### config.mk
export PLATFORM = sky130hd
export DESIGN_NAME = wts_tone_generator
export DESIGN_NICKNAME = d
export VERILOG_FILES = /design/src/rtl/wts_pkg.sv /design/src/rtl/wts_slot_sequencer.sv /design/src/rtl/wts_tone_generator.sv
export SDC_FILE = /design/constraint.sdc
export NUM_CORES = 1
export LEC_CHECK = 0
export BUFFER_PORTS_ARGS = -buffer_cell sky130_fd_sc_hd__buf_2
export CAP_MARGIN = 25
export CORE_ASPECT_RATIO = 1.75
export CORE_MARGIN = 4
export CORE_UTILIZATION = 40
export CTS_CLUSTER_DIAMETER = 80
export DETAILED_ROUTE_END_ITERATION = 16
export PLACE_DENSITY = 0.59
export SETUP_SLACK_MARGIN = 0.05
export SLEW_MARGIN = 40
export SYNTH_ARGS = -nofsm -noshare
export SYNTH_HDL_FRONTEND = slang
export SYNTH_HIERARCHICAL = 1
export SYNTH_SLANG_ARGS = --single-unit
### constraint.sdc
create_clock -name clk -period 5.2 [get_ports clk]
set_input_delay 1.04 -clock clk [delete_from_list [all_inputs] [get_ports clk]]
set_output_delay 1.04 -clock clk [all_outputs]
set_load 0.01 [all_outputs]
### src/rtl/wts_pkg.sv
// wts_pkg: shared widths, channel index type and slot wrap helper for the wave-table tone generator.
package wts_pkg;
  localparam int WTS_CH_NUM   = 12;
  localparam int WTS_FREQ_W   = 12;
  localparam int WTS_PTR_W    = 5;
  localparam int WTS_SAMPLE_W = 8;
  localparam int WTS_ADDR_W   = 9;
  typedef logic [3:0] wts_ch_t;
  localparam wts_ch_t WTS_LAST_CH = 4'd11;
  function automatic wts_ch_t wts_next_ch(input wts_ch_t c);
    return (c == WTS_LAST_CH) ? '0 : c + 1'b1;
  endfunction
endpackage

### src/rtl/wts_slot_sequencer.sv
// wts_slot_sequencer: 0..11 service slot, read/sample pipeline stage channel indices and frame marker.
module wts_slot_sequencer
  import wts_pkg::*;
(
  input  logic    nreset,
  input  logic    clk,
  output wts_ch_t o_slot,
  output logic    o_rd,
  output wts_ch_t o_rd_ch,
  output logic    o_sample_valid,
  output wts_ch_t o_sample_ch,
  output logic    o_frame_start
);
  wts_ch_t r_slot, r_rd_ch, r_sample_ch;
  logic    r_rd, r_sample_valid, r_frame_start;
  always_ff @(posedge clk or negedge nreset) begin
    if (!nreset) begin
      r_slot         <= '0;
      r_rd           <= 1'b0;
      r_rd_ch        <= '0;
      r_sample_valid <= 1'b0;
      r_sample_ch    <= '0;
      r_frame_start  <= 1'b0;
    end else begin
      r_slot         <= wts_next_ch(r_slot);
      r_rd           <= 1'b1;
      r_rd_ch        <= r_slot;
      r_sample_valid <= r_rd;
      r_sample_ch    <= r_rd_ch;
      r_frame_start  <= r_rd && (r_rd_ch == '0);
    end
  end
  assign o_slot         = r_slot;
  assign o_rd           = r_rd;
  assign o_rd_ch        = r_rd_ch;
  assign o_sample_valid = r_sample_valid;
  assign o_sample_ch    = r_sample_ch;
  assign o_frame_start  = r_frame_start;
endmodule

### src/rtl/wts_tone_generator.sv
// wts_tone_generator: time-multiplexed 12-channel wave-table pointer stepping and sample fetch.
module wts_tone_generator
  import wts_pkg::*;
(
  input  logic                    nreset,
  input  logic                    clk,
  input  logic                    i_reg_freq_wr,
  input  wts_ch_t                 i_reg_freq_ch,
  input  logic [WTS_FREQ_W-1:0]   i_reg_freq_data,
  input  logic [WTS_CH_NUM-1:0]   i_reg_key_on,
  output logic [WTS_ADDR_W-1:0]   o_wave_address,
  output logic                    o_wave_rd,
  input  logic [WTS_SAMPLE_W-1:0] i_wave_data,
  output logic                    o_sample_valid,
  output wts_ch_t                 o_sample_ch,
  output logic [WTS_SAMPLE_W-1:0] o_sample_data,
  output logic                    o_frame_start
);
  logic [WTS_FREQ_W-1:0]   r_freq [WTS_CH_NUM];
  logic [WTS_FREQ_W-1:0]   r_cnt  [WTS_CH_NUM];
  logic [WTS_PTR_W-1:0]    r_ptr  [WTS_CH_NUM];
  logic [WTS_PTR_W-1:0]    r_rd_ptr;
  logic                    r_key_s1;
  logic [WTS_SAMPLE_W-1:0] r_sample_data;
  wts_ch_t                 w_slot, w_rd_ch;
  logic                    w_key, w_cnt_zero;

  wts_slot_sequencer u_seq (
    .nreset        (nreset),
    .clk           (clk),
    .o_slot        (w_slot),
    .o_rd          (o_wave_rd),
    .o_rd_ch       (w_rd_ch),
    .o_sample_valid(o_sample_valid),
    .o_sample_ch   (o_sample_ch),
    .o_frame_start (o_frame_start)
  );

  assign w_key      = i_reg_key_on[w_slot];
  assign w_cnt_zero = (r_cnt[w_slot] == '0);

  // Non-blocking write: a reload in the same clk still sees the old period.
  always_ff @(posedge clk or negedge nreset) begin
    if (!nreset) begin
      for (int i = 0; i < WTS_CH_NUM; i++) r_freq[i] <= '0;
    end else if (i_reg_freq_wr && i_reg_freq_ch <= WTS_LAST_CH) begin
      r_freq[i_reg_freq_ch] <= i_reg_freq_data;
    end
  end

  always_ff @(posedge clk or negedge nreset) begin
    if (!nreset) begin
      for (int i = 0; i < WTS_CH_NUM; i++) begin
        r_cnt[i] <= '0;
        r_ptr[i] <= '0;
      end
      r_rd_ptr      <= '0;
      r_key_s1      <= 1'b0;
      r_sample_data <= '0;
    end else begin
      r_cnt[w_slot] <= (!w_key || w_cnt_zero) ? r_freq[w_slot] : r_cnt[w_slot] - 1'b1;
      r_ptr[w_slot] <= !w_key ? '0 : w_cnt_zero ? r_ptr[w_slot] + 1'b1 : r_ptr[w_slot];
      r_rd_ptr      <= r_ptr[w_slot];
      r_key_s1      <= w_key;
      r_sample_data <= r_key_s1 ? i_wave_data : '0;
    end
  end

  assign o_wave_address = {w_rd_ch, r_rd_ptr};
  assign o_sample_data  = r_sample_data;
endmodule

After elaboration in Yosys (flattened, before gate mapping):

Cells that the tools add are included.

* register bits: 377
* latch bits: 0
* bits in writable memories: 0
* bits in read-only memories: 0
* bits of input ports: 39
* output and inout bits: 24
* logic and storage cells: 90
* memories: 0

* add/subtract/negate cells: 3
* multipliers: 0
* divide/modulo/power cells: 0
* order comparisons: 6
* eq/ne operators: 1
* shift operators: 0
* multiplexer cells: 25
* bitwise operators: 2
* reduce and logical (&&, ||, !) cells: 8

Operators by type and width (count)
* $bwmux 144: 2
* $bmux 12 s4: 2
* $demux 12 s4: 2
* $mux 12: 7
* $bwmux 60: 1
* $mux 5: 5
* $bmux 5 s4: 1
* $demux 5 s4: 1
* $logic_not 12->1: 1
* $sub 12x1->12 const B: 1
* $ge 5x5->1 const B: 2
* $lt 5x1->1 const B: 2
* $not 4->5: 2
* $mux 8: 1
* $add 5x1->5 const B: 1
* $lt 4x5->1 const B: 1
* $add 4x1->4 const B: 1
* $bmux 1 s4: 1
* $eq 4x4->1 const B: 1
* $le 4x4->1 const B: 1
* $logic_and 1x1->1: 4
* $logic_not 4->1: 1
* $mux 4: 1
* $logic_not 1->1: 1
* 2 further kinds: 2

Logic depth before layout (Yosys ltp):

* word-level depth: 8
* mapped depth: 16
* mapped depth without buffers: 10

Cells and area by module:

Netlist, hierarchy kept.

By module, submodules not included
* wts_tone_generator: instances 1, cells an instance 1481, area an instance 17319.1 um^2, seq. area each 9058.7 um^2
* wts_slot_sequencer: instances 1, cells an instance 27, area an instance 446.7 um^2, seq. area each 375.4 um^2

Worst setup path after synthesis:

OpenSTA, ideal clock, no wires.

* path type: register to register
* from: reg u_seq.r_slot[3], in the netlist u_seq/o_slot[3]
* to: reg r_cnt[126] (netlist name)
* library setup time: 0.131 ns
* arrival: 3.702 ns
* required time: 5.069 ns
* setup slack: 1.366 ns
* stages on the path, launching flop included: 15
* buffers on the path: 4
* clock period less this slack: 3.834 ns
* cell sequence: dfrtp_1 -> buf_2 -> buf_1 -> mux4_2 -> mux2_2 -> a21oi_2 -> ha_1 -> inv_1 -> a311oi_2 -> nand2b_1 -> o31ai_4 -> buf_6 -> mux2i_1 -> buf_2 -> o21ai_1

* cells in the longest elaborated chain, start to end: 8
* elaborated cells between the ends (all ways): 20
* classes of those cells: add/sub (1); order compare (2); mux (12); bitwise (1); reduce/logical (4)

Ends and longest elaborated chain
* start, declared: RTL line wts_slot_sequencer.sv:14 `wts_ch_t r_slot, r_rd_ch, r_sample_ch;`
* start signal, assigned: RTL line wts_slot_sequencer.sv:25 `r_slot <= wts_next_ch(r_slot);`
* parallel branches: the longest is 7 deep, another holds $sub 12x1->12
* $bwmux 144 (*): RTL line wts_tone_generator.sv:61 `r_cnt[w_slot] <= (!w_key || w_cnt_zero) ? r_freq[w_slot] : r_cnt[w_slot] - 1'b1;`
* end signal, assigned by index: RTL line wts_tone_generator.sv:61
* end, declared: RTL line wts_tone_generator.sv:20 `logic [WTS_FREQ_W-1:0] r_cnt [WTS_CH_NUM];`

Every way passes the cells marked *. The select of a mux whose other input is x is not followed.
A chain may end at the register's enable or synchronous reset.

Final worst setup path:

* from: reg u_seq.r_slot[2], in the netlist u_seq/o_slot[2]
* to: reg r_cnt[86] (netlist name)

The elaborated chain is that of the path after synthesis.

==> impl_results.html <==
<table>
<tr><th>Metric</th><th>Value</th></tr>
<tr><th colspan="2">CTS</th></tr>
<tr><td>Total clock sinks</td><td>377</td></tr>
<tr><td>Hold Buf Count CTS</td><td>0</td></tr>
<tr><td>Clock latency on the worst-skew pair</td><td>approximately 550 ps</td></tr>
<tr><td>Clock-pin slew reported for the worst setup and hold paths after clock tree synthesis</td><td>60 ps</td></tr>
<tr><td>Clock tree buffer depth</td><td>3</td></tr>
<tr><td>TritonCTS clock tree</td><td>built</td></tr>
<tr><td>Post-cts repair resize count</td><td>0</td></tr>
<tr><td>TritonCTS buffer count</td><td>38</td></tr>
<tr><td>CTS HTree Levels</td><td>2</td></tr>
<tr><td>Master cell of the clock root buffer</td><td>clkbuf_16</td></tr>
<tr><td>Post-CTS Repair Setup Buffers</td><td>0</td></tr>
<tr><th colspan="2">Yosys</th></tr>
<tr><td>Share of flip-flops with an asynchronous set or reset</td><td>100%</td></tr>
<tr><td>Net count after synthesis</td><td>1550</td></tr>
<tr><td>Number of warnings reported in the yosys synthesis log</td><td>6</td></tr>
<tr><td>Mapped Avg Cell Area</td><td>between 10 and 15 um^2</td></tr>
<tr><td>Sequential fraction of the synthesis area</td><td>53.1%</td></tr>
<tr><td>Number of enable-type register cells in the synthesized netlist</td><td>0</td></tr>
<tr><td>Summed instance area of the synthesized netlist</td><td>17800 um^2</td></tr>
<tr><td>Top_reg_cell synth</td><td>dfrtp_1</td></tr>
<tr><td>Flip-flop and latch count after synthesis</td><td>about 380</td></tr>
<tr><td>Syn Inst Count</td><td>between 1500 and 2000</td></tr>
<tr><td>Count of different cell masters after synthesis</td><td>54</td></tr>
<tr><th colspan="2">Hold path</th></tr>
<tr><td>Hold Crit Start</td><td>u_seq/o_rd</td></tr>
<tr><td>Hold depth</td><td>0</td></tr>
<tr><td>Endpoint of the worst hold path</td><td>u_seq/o_sample_valid</td></tr>
<tr><td>Hold/Removal Path Class</td><td>flip-flop to flip-flop</td></tr>
<tr><th colspan="2">Floorplan</th></tr>
<tr><td>Die height</td><td>287 um</td></tr>
<tr><td>Chip width</td><td>167 um</td></tr>
<tr><td>IO Pins</td><td>between 60 and 70</td></tr>
<tr><td>Number of rows created at floorplan</td><td>101</td></tr>
<tr><td>Initial core utilization</td><td>40.6%</td></tr>
<tr><td>Total Die Area</td><td>48000 um^2</td></tr>
<tr><td>Area of the core region</td><td>43700 um^2</td></tr>
<tr><th colspan="2">Layout</th></tr>
<tr><td>Fraction of layout instances using a drive strength above 1</td><td>27.8%</td></tr>
<tr><td>Final design area excluding fillers</td><td>approximately 20000 um^2</td></tr>
<tr><td>Number of diodes added for antenna fixing</td><td>0</td></tr>
<tr><td>Multi-input gate area</td><td>7800 um^2</td></tr>
<tr><td>Relative area change from synthesis to final layout</td><td>12.5%</td></tr>
<tr><td>Seq. cell area</td><td>9440 um^2</td></tr>
<tr><td>Fillers</td><td>around 4100</td></tr>
<tr><td>Total number of nets in the final design</td><td>1569</td></tr>
<tr><td>Layout Utilization</td><td>between 40% and 50%</td></tr>
<tr><td>Final standard cell count with taps included and fillers excluded</td><td>2119</td></tr>
<tr><th colspan="2">Critical path</th></tr>
<tr><td>Critical path required time</td><td>5600 ps</td></tr>
<tr><td>Setup slack on the worst flop-to-flop path</td><td>~960 ps</td></tr>
<tr><td>Type of element capturing the critical path</td><td>flip-flop</td></tr>
<tr><td>Number of cell instances on the worst register-to-register path</td><td>10</td></tr>
<tr><td>Worst reg2reg endpoint</td><td>r_cnt[86]</td></tr>
<tr><td>R2R Path Start</td><td>u_seq/o_slot[2]</td></tr>
<tr><td>Class of the most critical setup path</td><td>flip-flop to flip-flop</td></tr>
<tr><td>Startpoint Class</td><td>flip-flop</td></tr>
<tr><td>Arrival time of data at the critical path endpoint</td><td>around 4700 ps</td></tr>
<tr><td>Worst-path maximum fanout</td><td>16</td></tr>
<tr><th colspan="2">Timing</th></tr>
<tr><td>Slew at the pin with the worst max-slew slack</td><td>about 840 ps</td></tr>
<tr><td>Summed negative setup slack over all endpoints</td><td>0 ps</td></tr>
<tr><td>Slew Viols, Final</td><td>0</td></tr>
<tr><td>Clock Skews</td><td>13.7 ps</td></tr>
<tr><td>Maximum operating frequency</td><td>236 MHz</td></tr>
<tr><td>Setup repair after global routing missed its margin</td><td>no</td></tr>
<tr><td>Number of failing hold endpoints at the final stage</td><td>0</td></tr>
<tr><td>Final Worst Setup Slack</td><td>957 ps</td></tr>
<tr><td>Number of setup violations in the final report</td><td>0</td></tr>
<tr><td>Period utilization</td><td>between 80% and 90%</td></tr>
<tr><td>Minimum clock period</td><td>4240 ps</td></tr>
<tr><td>Worst relative slew slack</td><td>43.7%</td></tr>
<tr><th colspan="2">Global route</th></tr>
<tr><td>Antenna violations before repair</td><td>1</td></tr>
<tr><td>Largest net degree at the start of global routing</td><td>roughly 140</td></tr>
<tr><td>Busiest layer in global routing</td><td>met2</td></tr>
<tr><td>Met3 Usage GRT</td><td>2.72%</td></tr>
<tr><td>GR met1 Demand/Resource</td><td>23.6%</td></tr>
<tr><td>Number of global-route vias before repair</td><td>12720</td></tr>
<tr><td>Overflow left after global routing</td><td>0</td></tr>
<tr><td>Total routing resource utilization after global routing</td><td>between 10% and 20%</td></tr>
<tr><td>First-pass GRT wire length</td><td>74300 um</td></tr>
<tr><td>GR met2 Demand/Resource</td><td>36.1%</td></tr>
<tr><th colspan="2">Placed design</th></tr>
<tr><td>Routability cong.</td><td>a little over 0.8</td></tr>
<tr><td>Area after detailed placement</td><td>18700 um^2</td></tr>
<tr><td># placed instances</td><td>between 2000 and 2500</td></tr>
<tr><td>Setup slack after placement</td><td>972 ps</td></tr>
<tr><td>Total of buffers placed on input and output ports</td><td>between 60 and 70</td></tr>
<tr><td>DP HPWL</td><td>around 30000 um</td></tr>
<tr><th colspan="2">Drt</th></tr>
<tr><td>Aggregate routed wire length</td><td>46600 um</td></tr>
<tr><td>Remaining antenna violation count</td><td>0</td></tr>
<tr><td>Via count</td><td>11996</td></tr>
<tr><td>First-pass iteration count of the detailed router</td><td>5</td></tr>
<tr><td>Detailed-route vias per instance</td><td>5.66</td></tr>
<tr><td>Post-detailed-route DRC marker count</td><td>0</td></tr>
<tr><td>Routed wirelength normalized by instance count</td><td>22.0 um</td></tr>
<tr><td>Count of routing violations after the opening detailed-route iteration</td><td>749</td></tr>
<tr><th colspan="2">Flow run</th></tr>
<tr><td>Max cap viols</td><td>0</td></tr>
<tr><th colspan="2">Power and ir drop</th></tr>
<tr><td>Static Leakage</td><td>8.35 nW</td></tr>
<tr><td>Worst-case vdd ir drop</td><td>between 200 and 250 uV</td></tr>
<tr><td>Power per unit of standard cell area</td><td>402 nW/um^2</td></tr>
<tr><th colspan="2">Outcome</th></tr>
<tr><td>Run status</td><td>finished clean</td></tr>
</table>
==> metal layers <==
metal,part of all wire (%),up-vias
li1,-,5505
met1,39,6139
met2,54,259
met3,3.5,91
met4,3.3,2
met5,0.043,-
==> worst max-delay path: stages, from the launching register on <==
cell	delay, ps
dfrtp_1	860
clkinv_1	540
a21oi_2	320
ha_1	220
inv_1	60
a311oi_2	410
nand2b_1	350
o31ai_4	570
mux2i_1	450
buf_4	230
o21ai_1	80
==> placed cells by master (no fill, tap or decap), types with 10 or more instances in the layout <==
cell type  Yosys  final
a221o_1       12     12
a22oi_1       10     10
and2_1        11     11
buf_2         28     61
buf_4          5     47
clkbuf_1      85     10
clkbuf_16      0     38
dfrtp_1      377    374
mux2_2       147    147
mux2i_1       57     57
mux4_2        74     74
nand2_1      250    249
nand2b_1      10     10
nand3_1       68     68
nor2_1        45     42
nor3_1        20     15
o211ai_1      43     43
o21ai_0       15     14
o21ai_1      125    124
o311ai_1      12     12
o31ai_1       12     12
==> power breakdown <==
group	leakage, nW	total, mW	switching (mW)	internal, mW
Combinational	3.02	1.39	0.699	0.691
Clock	0.611	2.78	1.16	1.62
Sequential	4.71	3.85	0.308	3.55
Total	8.35	8.03	2.17	5.86
==> Yosys cell counts (all sizes together) (3+ instances only) <==
master | n | area [um^2]
nand4 | 4 | 46.3
or3b | 3 | 26.3
or3 | 4 | 30.0
nand2b | 10 | 62.6
a31oi | 6 | 43.8
mux4 | 74 | 1670
mux2 | 147 | 1660
clkbuf | 85 | 319
nor2 | 45 | 169
dfrtp | 377 | 9430
a211o | 3 | 26.3
o311ai | 12 | 105
xor2 | 4 | 35.0
inv | 5 | 18.8
nor3 | 20 | 100
buf | 49 | 305
xnor2 | 3 | 26.3
nand3b | 5 | 37.5
nor2b | 5 | 31.3
mux2i | 57 | 571
a22o | 4 | 35.0
a21oi | 8 | 62.6
o21ai | 140 | 701
nor4 | 8 | 68.8
a22oi | 10 | 75.1
ha | 3 | 37.5
o22ai | 6 | 37.5
nand2 | 250 | 938
o211ai | 48 | 385
o31ai | 13 | 111
a221o | 12 | 120
nand3 | 69 | 350
and2 | 11 | 68.8
==> area by class of cell <==
cell class	instances	share of cell area [%]
multi-input combinational	991	39.0
sequential	377	47.2
tap	566	3.54
clock buffer	56	5.50
clock inverter	10	0.789
timing repair buffer	113	3.81
inverter	6	0.113
==> worst max path at each step <==
stage | start | to | slack, ps | cells after the start
after floorplan | u_seq/o_slot[3] | r_cnt[126] | 1370 | 14
after global placement | u_seq/o_slot[1] | r_cnt[86] | 1050 | 12
after detailed placement | u_seq/o_slot[2] | r_cnt[86] | 970 | 10
after CTS | u_seq/o_slot[2] | r_cnt[86] | 930 | 10
after global routing | u_seq/o_slot[1] | r_cnt[86] | 650 | 12
final | u_seq/o_slot[2] | r_cnt[86] | 960 | 10
==> flip-flops by register name (all words and copies together), names as in the netlist <==
signal,flops
o_sample_data,8
r_cnt,144
r_freq,144
r_key_s1,1
r_ptr,60
r_rd_ptr,5
u_seq/o_frame_start,1
u_seq/o_rd,1
u_seq/o_rd_ch,4
u_seq/o_sample_ch,4
u_seq/o_sample_valid,1
u_seq/o_slot,4
==> stage by stage <==
step           total power [mW]  hold WS [ps]
2_1_floorplan              4.85           417
3_3_place_gp               5.22           377
3_5_place_dp               5.31           387
4_1_cts                    8.10           401
5_1_grt                    8.44           416
6_report                   8.03           395
==> logic make-up after synthesis <==
logic type	share of synthesized area, %
AND/OR/NAND/NOR	10.9
buffers and inverters	3.64
adder cells (fa/ha/maj)	0.211
other	0.0211
AO/OA/AOI/OAI	9.82
flip-flops	53.1
XOR/XNOR	0.345
multiplexers	21.9
No activity file was read; power rests on OpenSTA's default activity.
